<file path="config.mk">
export PLATFORM = sky130hd
export DESIGN_NAME = lsu
export DESIGN_NICKNAME = d
export VERILOG_FILES = /design/src/rtl/core_pkg.sv /design/src/rtl/lsu_align.sv /design/src/rtl/lsu.sv
export SDC_FILE = /design/constraint.sdc
export NUM_CORES = 1
export LEC_CHECK = 0
export CAP_MARGIN = 20
export CORE_MARGIN = 10
export CORE_UTILIZATION = 41
export DETAILED_ROUTE_END_ITERATION = 10
export GPL_TIMING_DRIVEN = 1
export PLACE_DENSITY = 0.76
export SLEW_MARGIN = 20
export SYNTH_ARGS = -nofsm -noshare
export SYNTH_HDL_FRONTEND = slang
export SYNTH_HIERARCHICAL = 1
export SYNTH_SLANG_ARGS = --single-unit
</file>
<file path="constraint.sdc">
create_clock -name clk -period 3.7 [get_ports clk]
set_clock_uncertainty 0.2 [all_clocks]
set_input_delay 0.555 -clock clk [delete_from_list [all_inputs] [get_ports clk]]
set_output_delay 0.555 -clock clk [all_outputs]
set_load 0.01 [all_outputs]
</file>
<file path="src/rtl/core_pkg.sv">
// ----------------------------------------------------------------------------
// core -- shared rv32 core types used by the memory stage.
//   word_t       32-bit machine word
//   mem_op_t     LOAD / STORE
//   mem_width_t  BYTE / HALF / WORD access width
//   lsu_cause_t  fault cause reported by the load/store unit
//   is_aligned() natural-alignment test for an access width
// ----------------------------------------------------------------------------
package core;

   typedef logic [31:0] word_t;

   typedef enum logic [0:0] {
      LOAD  = 1'b0,
      STORE = 1'b1
   } mem_op_t;

   typedef enum logic [1:0] {
      BYTE = 2'd0,
      HALF = 2'd1,
      WORD = 2'd2
   } mem_width_t;

   typedef enum logic [1:0] {
      MISALIGNED = 2'd0,
      BUS_ERR    = 2'd1,
      TIMEOUT    = 2'd2
   } lsu_cause_t;

   // Byte accesses are always aligned; halves need an even address, words a
   // multiple of four.
   function automatic logic is_aligned(input mem_width_t width, input logic [1:0] addr_lo);
      logic ok;
      case (width)
         HALF:    ok = ~addr_lo[0];
         WORD:    ok = (addr_lo == 2'b00);
         default: ok = 1'b1;
      endcase
      return ok;
   endfunction

endpackage

</file>
<file path="src/rtl/lsu_align.sv">
// ----------------------------------------------------------------------------
// lsu_align -- purely combinational byte-lane logic for memory accesses.
//   Store side: st_width/st_addr_lo/st_data -> replicated st_wdata + st_strb.
//   Load side : ld_width/ld_unsigned/ld_addr_lo/ld_rdata -> extended ld_data.
// The two halves are independent so callers may feed them from different
// pipeline points (request inputs vs. registered request state).
// ----------------------------------------------------------------------------
module lsu_align
   import core::*;
(
   input  mem_width_t  st_width,
   input  logic [1:0]  st_addr_lo,
   input  word_t       st_data,
   output word_t       st_wdata,
   output logic [3:0]  st_strb,
   input  mem_width_t  ld_width,
   input  logic        ld_unsigned,
   input  logic [1:0]  ld_addr_lo,
   input  word_t       ld_rdata,
   output word_t       ld_data
);

   word_t ld_shifted;
   logic  ld_sign;

   // Replicating the operand across all lanes lets the strobes alone select
   // the bytes that land in memory.
   always_comb begin
      st_wdata = st_data;
      st_strb  = 4'b1111;
      case (st_width)
         BYTE: begin
            st_wdata = {4{st_data[7:0]}};
            st_strb  = 4'b0001 << st_addr_lo;
         end
         HALF: begin
            st_wdata = {2{st_data[15:0]}};
            st_strb  = 4'b0011 << st_addr_lo;
         end
         default: ;
      endcase
   end

   // Move the addressed byte lane down to bit 0, then extend.
   assign ld_shifted = ld_rdata >> {ld_addr_lo, 3'b000};

   always_comb begin
      ld_data = ld_shifted;
      ld_sign = 1'b0;
      case (ld_width)
         BYTE: begin
            ld_sign = ~ld_unsigned & ld_shifted[7];
            ld_data = {{24{ld_sign}}, ld_shifted[7:0]};
         end
         HALF: begin
            ld_sign = ~ld_unsigned & ld_shifted[15];
            ld_data = {{16{ld_sign}}, ld_shifted[15:0]};
         end
         default: ;
      endcase
   end

endmodule

</file>
<file path="src/rtl/lsu.sv">
// ----------------------------------------------------------------------------
// lsu -- rv32 memory-stage load/store unit.
//   req_*  : memory op from execute (valid/ready, one op at a time)
//   flush  : kill the in-flight op's response; blocks acceptance in IDLE
//   rsp_*  : one registered response pulse per accepted, unflushed op
//   bus_*  : single-outstanding valid/ready data bus with byte strobes
//   TIMEOUT: bus cycles without bus_ready before abort (0 = never)
// ----------------------------------------------------------------------------
module lsu
   import core::*;
#(
   parameter int unsigned TIMEOUT = 0
) (
   input  logic        clk,
   input  logic        reset,
   input  logic        req_valid,
   output logic        req_ready,
   input  mem_op_t     req_op,
   input  mem_width_t  req_width,
   input  logic        req_unsigned,
   input  word_t       req_addr,
   input  word_t       req_data,
   input  logic [4:0]  req_rd,
   input  logic        flush,
   output logic        rsp_valid,
   output word_t       rsp_data,
   output logic [4:0]  rsp_rd,
   output logic        rsp_fault,
   output lsu_cause_t  rsp_cause,
   output logic        bus_valid,
   output logic        bus_we,
   output word_t       bus_addr,
   output word_t       bus_wdata,
   output logic [3:0]  bus_strb,
   input  logic        bus_ready,
   input  logic        bus_err,
   input  word_t       bus_rdata
);

   localparam logic [1:0] S_IDLE = 2'd0;
   localparam logic [1:0] S_BUS  = 2'd1;
   localparam logic [1:0] S_RESP = 2'd2;

   logic [1:0]  state_reg;
   word_t       addr_reg;
   word_t       wdata_reg;
   logic        we_reg;
   logic [3:0]  strb_reg;
   mem_width_t  width_reg;
   logic        unsigned_reg;
   logic [4:0]  rd_reg;
   logic        flushed_reg;
   logic [31:0] cnt_reg;

   logic        rsp_valid_reg;
   word_t       rsp_data_reg;
   logic [4:0]  rsp_rd_reg;
   logic        rsp_fault_reg;
   lsu_cause_t  rsp_cause_reg;

   word_t       st_wdata;
   logic [3:0]  st_strb;
   word_t       ld_data;
   logic        accept;
   logic        aligned;
   logic        timed_out;

   lsu_align u_align (
      .st_width    (req_width),
      .st_addr_lo  (req_addr[1:0]),
      .st_data     (req_data),
      .st_wdata    (st_wdata),
      .st_strb     (st_strb),
      .ld_width    (width_reg),
      .ld_unsigned (unsigned_reg),
      .ld_addr_lo  (addr_reg[1:0]),
      .ld_rdata    (bus_rdata),
      .ld_data     (ld_data)
   );

   assign req_ready = (state_reg == S_IDLE) && !flush;
   assign accept    = req_valid && req_ready;
   assign aligned   = is_aligned(req_width, req_addr[1:0]);

   // Abort on the last allowed waiting cycle so bus_valid is high for exactly
   // TIMEOUT cycles.
   assign timed_out = (TIMEOUT != 0) && !bus_ready && (cnt_reg == TIMEOUT - 1);

   always_ff @(posedge clk or posedge reset) begin
      if (reset) begin
         state_reg     <= S_IDLE;
         addr_reg      <= '0;
         wdata_reg     <= '0;
         we_reg        <= 1'b0;
         strb_reg      <= 4'b0000;
         width_reg     <= BYTE;
         unsigned_reg  <= 1'b0;
         rd_reg        <= 5'd0;
         flushed_reg   <= 1'b0;
         cnt_reg       <= '0;
         rsp_valid_reg <= 1'b0;
         rsp_data_reg  <= '0;
         rsp_rd_reg    <= 5'd0;
         rsp_fault_reg <= 1'b0;
         rsp_cause_reg <= MISALIGNED;
      end else begin
         case (state_reg)
            S_IDLE: begin
               if (accept) begin
                  addr_reg     <= req_addr;
                  we_reg       <= (req_op == STORE);
                  wdata_reg    <= st_wdata;
                  strb_reg     <= (req_op == STORE) ? st_strb : 4'b0000;
                  width_reg    <= req_width;
                  unsigned_reg <= req_unsigned;
                  rd_reg       <= req_rd;
                  flushed_reg  <= 1'b0;
                  cnt_reg      <= '0;
                  if (aligned) begin
                     state_reg <= S_BUS;
                  end else begin
                     // Misaligned ops skip the bus entirely.
                     state_reg     <= S_RESP;
                     rsp_valid_reg <= 1'b1;
                     rsp_fault_reg <= 1'b1;
                     rsp_cause_reg <= MISALIGNED;
                     rsp_data_reg  <= '0;
                     rsp_rd_reg    <= 5'd0;
                  end
               end
            end
            S_BUS: begin
               // A flush seen at any point of the bus phase kills the response,
               // but the bus transaction itself is allowed to finish.
               if (flush) begin
                  flushed_reg <= 1'b1;
               end
               if (bus_ready || bus_err || timed_out) begin
                  state_reg     <= S_RESP;
                  rsp_valid_reg <= !(flushed_reg || flush);
                  if (bus_err) begin
                     rsp_fault_reg <= 1'b1;
                     rsp_cause_reg <= BUS_ERR;
                     rsp_data_reg  <= '0;
                     rsp_rd_reg    <= 5'd0;
                  end else if (!bus_ready) begin
                     rsp_fault_reg <= 1'b1;
                     rsp_cause_reg <= core::TIMEOUT;
                     rsp_data_reg  <= '0;
                     rsp_rd_reg    <= 5'd0;
                  end else begin
                     rsp_fault_reg <= 1'b0;
                     rsp_cause_reg <= MISALIGNED;
                     rsp_data_reg  <= we_reg ? '0 : ld_data;
                     rsp_rd_reg    <= we_reg ? 5'd0 : rd_reg;
                  end
               end else begin
                  cnt_reg <= cnt_reg + 32'd1;
               end
            end
            S_RESP: begin
               // Response fields are only meaningful during the pulse.
               state_reg     <= S_IDLE;
               rsp_valid_reg <= 1'b0;
               rsp_data_reg  <= '0;
               rsp_rd_reg    <= 5'd0;
               rsp_fault_reg <= 1'b0;
               rsp_cause_reg <= MISALIGNED;
            end
            default: begin
               state_reg     <= S_IDLE;
               rsp_valid_reg <= 1'b0;
            end
         endcase
      end
   end

   assign rsp_valid = rsp_valid_reg && !flush;
   assign rsp_data  = rsp_data_reg;
   assign rsp_rd    = rsp_rd_reg;
   assign rsp_fault = rsp_fault_reg;
   assign rsp_cause = rsp_cause_reg;

   // bus_valid comes straight from the state register, so an asynchronous
   // reset drops it immediately.
   assign bus_valid = (state_reg == S_BUS);
   assign bus_we    = we_reg;
   assign bus_addr  = {addr_reg[31:2], 2'b00};
   assign bus_wdata = wdata_reg;
   assign bus_strb  = strb_reg;

endmodule

</file>
---- Word level (Yosys, flattened, before mapping) ----
Index checks and enable logic that the tools add are counted.
word-level totals
  flip-flop bits (word level) ............. 121
  input bits .............................. 111
  output and inout bits ................... 112
  word-level logic and storage cells ...... 88
operators by class
  equality and inequality tests ........... 9
  shift-type cells ........................ 3
  muxes and demuxes ....................... 40
  bitwise logic cells ..................... 4
  reductions and logical operators ........ 18
operators by type and width
  kind                 count
  $mux 32              6
  $pmux 32 s2          2
  $pmux 32 s3          1
  $shr 32x5->32        1
  $mux 5               6
  $mux 2               8
  $pmux 5 s3           1
  $logic_not 2->1      4
  $mux 1               8
  $pmux 4 s2           1
  $eq 2x1->1 const B   3
  $ne 2x2->1 const B   3
  $pmux 1 s2           3
  $pmux 2 s3           1
  $reduce_and 3->1     2
  $eq 2x2->1 const B   2
  $mux 4               1
  $pmux 2 s2           1
  $reduce_and 2->1     2
  $reduce_and 4->1     1
  $shl 1x2->4 const A  1
  $shl 2x2->4 const A  1
  $logic_and 1x1->1    3
  $pmux 1 s3           1
  other kinds (7)      11

---- Logic depth before layout (Yosys ltp) ----
  word-level depth ........................ 8
  depth in mapped cells ................... 7
  mapped depth without buffers ............ 5

---- By module ----
Netlist, hierarchy kept.
modules (own cells, without submodules)
  module     times used  cells an instance  area an instance (sq um)  sequential area each (sq um)
  lsu        1           481                4,828.4                   3,027.9
  lsu_align  1           165                1,228.7                   0.0

---- Worst setup path after synthesis ----
No wires, ideal clock.
  path type ............................... input port to flip-flop
  start ................................... in req_width[0]
  end ..................................... reg rsp_data_reg[0], in the netlist rsp_data[0]
  library setup time ...................... 0.121 ns
  data arrival time ....................... 1.740 ns
  required time ........................... 3.379 ns
  setup slack ............................. 1.639 ns
  stages .................................. 7
  path buffers ............................ 2
  cells stage by stage .................... inv_1 ha_1 a221oi_2 a21oi_2 buf_6 buf_6 a22o_1
on the way
  longest elaborated chain between the ends .. 4
  elaborated cells between the ends (all ways) .. 5
  those cells by class .................... 3 x eq/ne; 1 x mux; 1 x reduce/logical
ends and longest elaborated chain
  element                                   RTL line        RTL
  start, declared                           lsu.sv:19       input mem_width_t req_width,
  $eq 2x2->1 or $eq 2x1->1 (tied branches)  core_pkg.sv:34  case (width)
  $pmux 1 s2 (*)                            core_pkg.sv:34
  $ne 2x2->1 (no source line) (*)           n/a
  $reduce_and 4->1 (no source line) (*)     n/a
  end signal, assigned                      lsu.sv:154      rsp_data_reg <= we_reg ? '0 : ld_data;
  end, declared                             lsu.sv:56       word_t rsp_data_reg;
Every way passes the cells marked *; elsewhere a longest branch is shown, timed or not.
A chain may end at the register's enable or synchronous reset.

---- Worst setup path after layout ----
  start ................................... in flush
  end ..................................... out req_ready
on the way
  longest elaborated chain between the ends .. 2
ends and longest elaborated chain
  element            RTL line   RTL
  start, declared    lsu.sv:24  input logic flush,
  $logic_not 1->1    lsu.sv:81  assign req_ready = (state_reg == S_IDLE) && !flush;
  $logic_and 1x1->1  lsu.sv:81
  end, declared      lsu.sv:17  output logic req_ready,
Every way passes these cells.

==> metrics <==
switching power=1530 µW; DIE AREA=20000 µm²; P_leak=0.00407 µW; number of antenna repair diodes=0; Die Wd=142 µm; Post-synth ARST share=100%; vias per inst=5.02; P&R area growth vs syn=45.2%; Routed WL=18.7 mm; HP Class=register to register; ANT nets after route=0; Seq/Total Area, Yosys=50.0%; setup TNS=0 ns; 1st-iter DRT viols=288; CTS tree=done; Worst-path clk slew=0.05 ns; P per Cell Area=593 nW/µm²; Fin Hold WS=0.273 ns; clock power share=35.8%; Total GRT Usage=18.6%; GRT Residual Overflow=0; CTS Root Cell=clkbuf_16; worst hold stages=2; cell taking the most area after synthesis=dfrtp_1; Slew Viols, Final=0; Final Cycle Share=70.2%; leading post-synthesis cells by cell area=dfrtp_1 (50%), nand2_1 (14%), a22o_1 (5.6%); final hold violations=0; most frequent cells in the layout=nand2_1 (232), clkdlybuf4s50_1 (220), dfrtp_1 (121); worst skew pair latency=0.41 ns; mapped cell area=6060 µm²; Final Core Density=60.7%; main flop type after synthesis=dfrtp_1; total CTS buffers=17; Setup crit start kind=input pin; first-pass GRT wire length=29.7 mm; switching part of the total=29.4%; Synth top area share=50.0%; CP endpoint kind=output port; FF+latch count, synth=121; Post-synth EDFFs=0; crit path max fanout=4; commonest non-fill, non-tap cell in the layout=nand2_1; Final min period=2.60 ns; HPWL Detailed=13.7 mm; Final Setup Violations=0; Area after DPL=8130 µm²; combinational share of power=30.3%; number of port buffers=220; clock sinks=121; # DRC=0; setup bufs post-CTS=0; first drt pass iteration count=4; die height=142 µm; Synth Instances=646; register share of total power=34.0%; unrepaired setup endpoints after global routing=no; post-DR wirelength/cell=18.4 µm; relative slew slack=31.7%; total power=5210 µW; final net count=932; post-synth cell types=39; number of H-tree levels=4; gp weighted congestion=0.827; largest net degree at the start of global routing=77; detailed-route via count=5105; Reg2Reg Depth=4; synthesis warning total=6; core footprint=14500 µm²; status=finished, final reports clean; Slew @ Worst Pin=1.02 ns; fmax=0.385 GHz; Longest Clk Path Bufs=2; mean post-synth cell area=9.38 µm²; final instance area=8790 µm²; crit path DAT=1.84 ns; worst vdd ir=0.312 mV; Initial Utilization=41.8%; CTS resizes=0; hold_buf cts=0; row cnt=44; critical path class=input pin to output port; MaxCap Viol Count=0; vias in the first global route=5350; critical path required time=2.94 ns; share of cells above drive strength 1=9.62%; Pint=3680 µW; IO Count=223; initial antenna violation count=0
[worst paths after layout]
path,start,end,slack (ns)
min in group asynchronous,reset,rsp_data[19],0.45
max reg2reg,addr_reg[0],rsp_data[17],1.43
max,flush,req_ready,1.10
min reg2reg,addr_reg[29],addr_reg[29],0.27
min,addr_reg[29],addr_reg[29],0.27
max in group asynchronous,reset,bus_wdata[4],2.13
[cells in the mapped netlist (2+ instances only)]
master,n
o21bai_1,2
o2bb2ai_1,8
dfrtp_1,121
o21ai_0,16
nand2b_1,6
nor2_2,2
nand2_1,233
mux2i_1,24
mux2_4,2
and2_1,2
a21oi_1,25
clkbuf_1,15
a22o_1,39
a211oi_1,7
nor2_1,8
o22ai_1,8
inv_1,7
buf_6,4
nor2b_1,12
buf_4,42
nand3_1,5
mux2_2,17
buf_2,16
ha_1,2
or2_2,9
[layout make-up]
cell class	count	area (µm²)
clock buffer	25	505
clock inverter	7	160
fill	1253	5690
inverter	7	30.0
multi-input combinational	441	2520
sequential	121	3030
tap	184	230
timing repair buffer	231	2320
[metrics by stage]
step,instances,setup slack (ns)
2_1_floorplan,647,1.46
3_3_place_gp,984,0.751
3_5_place_dp,984,0.692
4_1_cts,1016,1.08
5_1_grt,1016,0.941
6_report,1016,1.10
[worst max-delay path: stages]
cell	delay [ns]
clkdlybuf4s50_1	0.46
nor3_2	0.21
clkdlybuf4s50_1	0.62
[power by group through the flow]
stage | clock (µW) | combinational [µW] | sequential [µW]
final | 1870 | 1580 | 1770
after global routing | 1960 | 1730 | 1810
after CTS | 1890 | 1600 | 1770
after global placement | 0 | 1580 | 1780
after detailed placement | 0 | 1590 | 1790
after floorplan | 0 | 882 | 1810
[logic make-up after synthesis]
kind of cell	synth area share (%)
AO/OA/AOI/OAI	13.7
XOR/XNOR	0.145
adder cells (fa/ha/maj)	0.413
buffers and inverters	8.70
flip-flops	50.0
multiplexers	7.62
other	0.0619
AND/OR/NAND/NOR	19.3
[layer usage]
layer | global-route usage [%] | vias up | wire [µm]
li1 | - | 2473 | -
met3 | 8.64 | 23 | 1880
met5 | 0 | - | 0
met1 | 23.1 | 2418 | 7980
met4 | 5.92 | 0 | 291
met2 | 28.0 | 191 | 8520
Note: power is estimated with default switching activity, not from simulation.
